## src/rtl/axil_ashi_bridge.sv

```systemverilog
// axil_ashi_bridge
//   Terminates the AXI4-Lite channels and presents each access to a register
//   handler as a one-cycle ASHI strobe with masked address, register index and
//   data. The bridge then waits for the handler to report idle and returns the
//   handler's response on B or R. The write and read paths are independent
//   FSMs and can run concurrently, with one outstanding transaction per direction.
//
// Parameters
//   ADDR_MASK       AND-mask applied to AWADDR/ARADDR before they reach the handler
//   TIMEOUT_CYCLES  handler-idle wait limit in clocks (timeout build only)
//
// Build option
//   AXIL_TIMEOUT_EN  When defined, each WAIT state has a counter. After
//                    TIMEOUT_CYCLES clocks without idle, the FSM returns
//                    SLVERR, and reads also return 32'hDEAD_BEEF.
//
// Ports
//   clk, resetn                 clock, asynchronous active-low reset
//   AXI_AW*/W*/B*               AXI4-Lite write address, data and response channels
//   AXI_AR*/R*                  AXI4-Lite read address and data channels
//   ASHI_WADDR/WINDX/WDATA      masked write address, word index, write data
//   ASHI_WRITE                  one-cycle write strobe
//   ASHI_WRESP/WIDLE            handler write response, handler write path idle
//   ASHI_RADDR/RINDX            masked read address, word index
//   ASHI_READ                   one-cycle read strobe
//   ASHI_RDATA/RRESP/RIDLE      handler read data, response, read path idle
module axil_ashi_bridge #(
  parameter logic [31:0] ADDR_MASK      = 32'h7F,
  parameter int unsigned TIMEOUT_CYCLES = 256
) (
  input  logic        clk,
  input  logic        resetn,
  input  logic [31:0] AXI_AWADDR,
  input  logic        AXI_AWVALID,
  input  logic [2:0]  AXI_AWPROT,
  output logic        AXI_AWREADY,
  input  logic [31:0] AXI_WDATA,
  input  logic [3:0]  AXI_WSTRB,
  input  logic        AXI_WVALID,
  output logic        AXI_WREADY,
  output logic [1:0]  AXI_BRESP,
  output logic        AXI_BVALID,
  input  logic        AXI_BREADY,
  input  logic [31:0] AXI_ARADDR,
  input  logic        AXI_ARVALID,
  input  logic [2:0]  AXI_ARPROT,
  output logic        AXI_ARREADY,
  output logic [31:0] AXI_RDATA,
  output logic [1:0]  AXI_RRESP,
  output logic        AXI_RVALID,
  input  logic        AXI_RREADY,
  output logic [31:0] ASHI_WADDR,
  output logic [31:0] ASHI_WINDX,
  output logic [31:0] ASHI_WDATA,
  output logic        ASHI_WRITE,
  input  logic [1:0]  ASHI_WRESP,
  input  logic        ASHI_WIDLE,
  output logic [31:0] ASHI_RADDR,
  output logic [31:0] ASHI_RINDX,
  output logic        ASHI_READ,
  input  logic [31:0] ASHI_RDATA,
  input  logic [1:0]  ASHI_RRESP,
  input  logic        ASHI_RIDLE
);

  localparam logic [1:0] W_IDLE = 2'd0;
  localparam logic [1:0] W_EXEC = 2'd1;
  localparam logic [1:0] W_WAIT = 2'd2;
  localparam logic [1:0] W_RESP = 2'd3;

  localparam logic [1:0] R_IDLE = 2'd0;
  localparam logic [1:0] R_EXEC = 2'd1;
  localparam logic [1:0] R_WAIT = 2'd2;
  localparam logic [1:0] R_RESP = 2'd3;

  localparam logic [1:0]  RESP_SLVERR = 2'b10;
  localparam logic [31:0] TO_LAST     = 32'(TIMEOUT_CYCLES - 1);

  logic [1:0]  w_state, r_state;
  logic        aw_held, w_held;
  logic        aw_hs, w_hs, ar_hs;
  logic [31:0] waddr_q, wdata_q, raddr_q, rdata_q;
  logic [1:0]  bresp_q, rresp_q;
  logic        bvalid_q, rvalid_q;

  // Protection, strobes and the timeout setting are unused in some builds.
  logic unused_inputs;
  assign unused_inputs = ^{AXI_AWPROT, AXI_ARPROT, AXI_WSTRB, TO_LAST};

  // Readies are gated by resetn so that every output reads 0 while reset is asserted.
  assign AXI_AWREADY = resetn && (w_state == W_IDLE) && !aw_held;
  assign AXI_WREADY  = resetn && (w_state == W_IDLE) && !w_held;
  assign AXI_ARREADY = resetn && (r_state == R_IDLE);

  assign aw_hs = AXI_AWVALID && AXI_AWREADY;
  assign w_hs  = AXI_WVALID  && AXI_WREADY;
  assign ar_hs = AXI_ARVALID && AXI_ARREADY;

  assign AXI_BRESP  = bresp_q;
  assign AXI_BVALID = bvalid_q;
  assign AXI_RDATA  = rdata_q;
  assign AXI_RRESP  = rresp_q;
  assign AXI_RVALID = rvalid_q;

  assign ASHI_WADDR = waddr_q;
  assign ASHI_WINDX = {2'b00, waddr_q[31:2]};
  assign ASHI_WDATA = wdata_q;
  assign ASHI_WRITE = (w_state == W_EXEC);
  assign ASHI_RADDR = raddr_q;
  assign ASHI_RINDX = {2'b00, raddr_q[31:2]};
  assign ASHI_READ  = (r_state == R_EXEC);

`ifdef AXIL_TIMEOUT_EN
  logic [31:0] w_cnt, r_cnt;
`endif

  // Write path
  always_ff @(posedge clk or negedge resetn) begin
    if (!resetn) begin
      w_state  <= W_IDLE;
      aw_held  <= 1'b0;
      w_held   <= 1'b0;
      waddr_q  <= '0;
      wdata_q  <= '0;
      bresp_q  <= '0;
      bvalid_q <= 1'b0;
`ifdef AXIL_TIMEOUT_EN
      w_cnt    <= '0;
`endif
    end else begin
      case (w_state)
        W_IDLE: begin
          if (aw_hs) begin
            aw_held <= 1'b1;
            waddr_q <= AXI_AWADDR & ADDR_MASK;
          end
          if (w_hs) begin
            w_held  <= 1'b1;
            wdata_q <= AXI_WDATA;
          end
          // Advance on the edge that completes the pair so the strobe follows immediately.
          if ((aw_held || aw_hs) && (w_held || w_hs)) w_state <= W_EXEC;
        end
        W_EXEC: begin
          w_state <= W_WAIT;
`ifdef AXIL_TIMEOUT_EN
          w_cnt   <= '0;
`endif
        end
        W_WAIT: begin
          if (ASHI_WIDLE) begin
            bresp_q  <= ASHI_WRESP;
            bvalid_q <= 1'b1;
            w_state  <= W_RESP;
          end
`ifdef AXIL_TIMEOUT_EN
          else if (w_cnt == TO_LAST) begin
            bresp_q  <= RESP_SLVERR;
            bvalid_q <= 1'b1;
            w_state  <= W_RESP;
          end else begin
            w_cnt <= w_cnt + 32'd1;
          end
`endif
        end
        W_RESP: begin
          if (AXI_BREADY) begin
            bvalid_q <= 1'b0;
            aw_held  <= 1'b0;
            w_held   <= 1'b0;
            w_state  <= W_IDLE;
          end
        end
        default: w_state <= W_IDLE;
      endcase
    end
  end

  // Read path
  always_ff @(posedge clk or negedge resetn) begin
    if (!resetn) begin
      r_state  <= R_IDLE;
      raddr_q  <= '0;
      rdata_q  <= '0;
      rresp_q  <= '0;
      rvalid_q <= 1'b0;
`ifdef AXIL_TIMEOUT_EN
      r_cnt    <= '0;
`endif
    end else begin
      case (r_state)
        R_IDLE: begin
          if (ar_hs) begin
            raddr_q <= AXI_ARADDR & ADDR_MASK;
            r_state <= R_EXEC;
          end
        end
        R_EXEC: begin
          r_state <= R_WAIT;
`ifdef AXIL_TIMEOUT_EN
          r_cnt   <= '0;
`endif
        end
        R_WAIT: begin
          if (ASHI_RIDLE) begin
            rdata_q  <= ASHI_RDATA;
            rresp_q  <= ASHI_RRESP;
            rvalid_q <= 1'b1;
            r_state  <= R_RESP;
          end
`ifdef AXIL_TIMEOUT_EN
          else if (r_cnt == TO_LAST) begin
            rdata_q  <= 32'hDEAD_BEEF;
            rresp_q  <= RESP_SLVERR;
            rvalid_q <= 1'b1;
            r_state  <= R_RESP;
          end else begin
            r_cnt <= r_cnt + 32'd1;
          end
`endif
        end
        R_RESP: begin
          if (AXI_RREADY) begin
            rvalid_q <= 1'b0;
            r_state  <= R_IDLE;
          end
        end
        default: r_state <= R_IDLE;
      endcase
    end
  end

endmodule

```

## config.mk

```make
export PLATFORM = sky130hd
export DESIGN_NAME = axil_ashi_bridge
export DESIGN_NICKNAME = d
export VERILOG_FILES = /design/src/rtl/axil_ashi_bridge.sv
export SDC_FILE = /design/constraint.sdc
export NUM_CORES = 1
export LEC_CHECK = 0
export CAP_MARGIN = 20
export CORE_AREA = 2 2 138 140
export DETAILED_ROUTE_END_ITERATION = 7
export DIE_AREA = 0 0 140 142
export PLACE_DENSITY = 0.7
export SYNTH_ARGS = -nofsm -noshare
export SYNTH_HDL_FRONTEND = slang
export SYNTH_SLANG_ARGS = --single-unit
```

## constraint.sdc

```tcl
create_clock -name clk -period 1.8 [get_ports clk]
set_input_delay 0.54 -clock clk [delete_from_list [all_inputs] [get_ports clk]]
set_output_delay 0.54 -clock clk [all_outputs]
set_load 0.02 [all_outputs]
```

==> summary.txt <==
Global routing
  • Initial antenna violation count: 0
  • First-pass GRT wire length: 15800 um
  • GRT Residual Overflow: 0
  • Largest net degree at the start of global routing: 47
  • Global router's overall resource usage: 10.3%
  • Number of global-route vias before repair: 2963

Power
  • Pwr Density: 1700 nW/um^2
  • Tot Pwr: 11.6 mW
  • VDD IR max: 0.886 mV
  • Static leakage: 3.37 nW

Setup path
  • Buf/Inv on CP: 2
  • CP startpoint kind: flop
  • Worst path cell trace: inv_2 -> ha_4 -> nand2_4 -> nor2_4 -> buf_6
  • CP Capture Type: output pin
  • FF-to-FF setup slack: 0.09 ns
  • Worst EP required: 1.26 ns
  • Worst-path fanout max: 2
  • Max stage delay cell, worst path: dfrtp_1
  • Crit path max-delay family: flip-flops
  • Worst EP arrival: 1.28 ns
  • Crit path kind: flop to output pin
  • Crit-path max cell delay: 0.39 ns

Final layout
  • Area added between synthesis and finish: 49.4%
  • Fin nets: 724
  • Share of layout cells above drive strength 1: 27.6%
  • Register Area: 2250 um^2
  • Final std cells w/o fill: 802
  • FILL cells: 1865
  • Multi-input logic area: 1820 um^2
  • Antenna Cells: 0

Die
  • Die width: 140 um
  • DIE AREA: 19900 um^2
  • IO Pins: 354
  • Initial Utilization: 24.7%
  • Core Rows: 50
  • Die Y-Extent: 142 um
  • Core area: 18500 um^2

Logic synthesis
  • Ys async rst share: 100%
  • Mapped Cells: 345
  • Synth Area per Inst: 13.2 um^2
  • Ys Warns: 0
  • Seq/Total Area, Yosys: 49.4%
  • Post-synthesis register bit count: 90
  • Synth Cell Area: 4560 um^2
  • Ys flop type: dfrtp_1
  • EDFF count, synth: 0
  • Post-synthesis cell type count: 24

Routing
  • DR vias: 2980
  • DRC violations left: 24
  • Vias per cell: 3.72
  • Drt wl/cell: 12.9 um
  • Drt initial violations: 82
  • Final wirelength: 10300 um
  • DRT antenna net count: 0
  • Router iterations before antenna repair: 7

Clock network
  • TritonCTS clock tree: yes
  • CTS Buf Count: 9
  • CTS Sinks: 90
  • Longest Clk Path Bufs: 2
  • Skew-Pair Late Insertion Delay: 0.35 ns
  • H-Tree Depth: 3
  • Clock slew at reported path FFs: 0.06 ns
  • Clock Tree Root: clkbuf_16

STA
  • Endpoints failing setup: 2
  • Peak Freq: 0.550 GHz
  • RSZ-0062 raised after global routing: yes
  • Final number of hold-violating endpoints: 0
  • Max-Slew Margin vs Limit: 60.3%
  • Final Cycle Share: 101%
  • Worst Tran Pin Value: 0.596 ns
  • Tightest hold margin: 0.240 ns
  • Minimum clock period: 1.82 ns
  • Clock skew: 0.0111 ns
  • Slack of the critical path: -0.0194 ns
  • Final setup TNS: -0.0238 ns
  • Slew Limit Fails: 0

Placement
  • HPWL after detailed placement: 7840 um
  • IO buf count: 189
  • Placed insts: 782
  • Gpl congestion: 0.713

Status
  • Outcome: complete, but fails checks
  • Failing checks: design-rule violations, negative setup slack

Flow run
  • # Max-Cap Violations: 0

Hold path
  • Min-Delay Path Class: input port to async pin
[sequential cells by signal (all words and copies together) (netlist names)]
signal,cells
ASHI_RADDR,7
ASHI_WADDR,7
ASHI_WDATA,32
AXI_BRESP,2
AXI_BVALID,1
AXI_RDATA,32
AXI_RRESP,2
AXI_RVALID,1
aw_held,1
r_state,2
w_held,1
w_state,2
[area by class of cell]
class / instances / share of cell area, %
Tap cell: 234 / 4.30
Inverter: 7 / 0.386
Multi-Input combinational cell: 231 / 26.8
Timing Repair Buffer: 224 / 30.5
Clock inverter: 4 / 1.07
Sequential cell: 90 / 33.1
Clock buffer: 12 / 3.91
[stage by stage]
| stage | util, % | setup WS, ns | cell area (um^2) |
|---|---|---|---|
| final | 36.9 | -0.0194 | 6810 |
| after global routing | 36.9 | -0.0809 | 6810 |
| after CTS | 36.7 | -0.0597 | 6770 |
| after detailed placement | 35.2 | -0.325 | 6490 |
| after global placement | 35.2 | -0.344 | 6490 |
| after floorplan | - | 0.0746 | 4950 |
[worst register-to-register path, stage by stage (launching register included)]
cell and delay, ns:
dfrtp_1 0.36, inv_2 0.06, ha_4 0.17, buf_4 0.13, buf_4 0.13, inv_1 0.08
a211oi_1 0.07, nor3_2 0.24, mux2_2 0.36
[placed cells by master (no fill, tap or decap), types with 6 or more instances in the layout]
| cell | n |
|---|---|
| conb_1 | 104 |
| dlygate4sd2_1 | 94 |
| dfrtp_1 | 90 |
| clkdlybuf4s50_1 | 89 |
| mux2_2 | 54 |
| buf_4 | 33 |
| mux2_4 | 29 |
| o21ai_0 | 11 |
| clkbuf_16 | 9 |
| nand2_1 | 6 |
| ha_1 | 6 |
[logic make-up after synthesis]
| group | synth area share, % |
|---|---|
| AOI/OAI and AO/OA | 2.09 |
| adders and majority gates | 2.74 |
| buffers and inverters | 20.4 |
| DFF | 49.4 |
| muxes | 23.1 |
| other | 0.0822 |
| and+or+nand+nor | 2.17 |
[what timing repair did]
action,CTS,global route
buffers inserted,2,2
resized for setup,133,7
hold buffers,0,0
pin swaps,2,3
setup endpoints to repair,99,6
endpoints found under the hold margin,0,0
[synthesized netlist by cell type (3+ instances only)]
cell type / count / share of area, %
buf_2: 3 / 0.33
mux2_2: 54 / 13
buf_6: 3 / 0.74
mux2_4: 29 / 9.5
dfrtp_1: 90 / 49
ha_1: 10 / 2.7
buf_4: 114 / 19
o21ai_0: 11 / 1.2
inv_1: 7 / 0.58
nand2_1: 6 / 0.49
[power by group]
group | leakage (nW) | switching (mW) | internal (mW) | total (mW)
Clock | 0.165 | 0.806 | 1.33 | 2.13
Sequential | 1.07 | 0.551 | 3.05 | 3.60
Combinational | 2.13 | 2.98 | 2.84 | 5.82
[per-layer routing]
metal | track usage, % | vias up | share of wire, %
met2 | 17.7 | 179 | 50
li1 | - | 1366 | -
met1 | 11.0 | 1423 | 37
met5 | 0 | - | 0
met3 | 4.41 | 12 | 11
met4 | 4.94 | 0 | 1.9
[path summary, 6_finish.rpt]
kind / startpoint / endpoint / cells after the start
max in group asynchronous: resetn / AXI_RRESP[0] / 4
min reg2reg: AXI_RDATA[8] / AXI_RDATA[8] / 1
max reg2reg: w_state[1] / w_state[1] / 8
max: w_state[1] / AXI_AWREADY / 5
min in group clk: AXI_RDATA[8] / AXI_RDATA[8] / 1
min: resetn / w_state[1] / 3
Power figures use the tool's default switching activity.
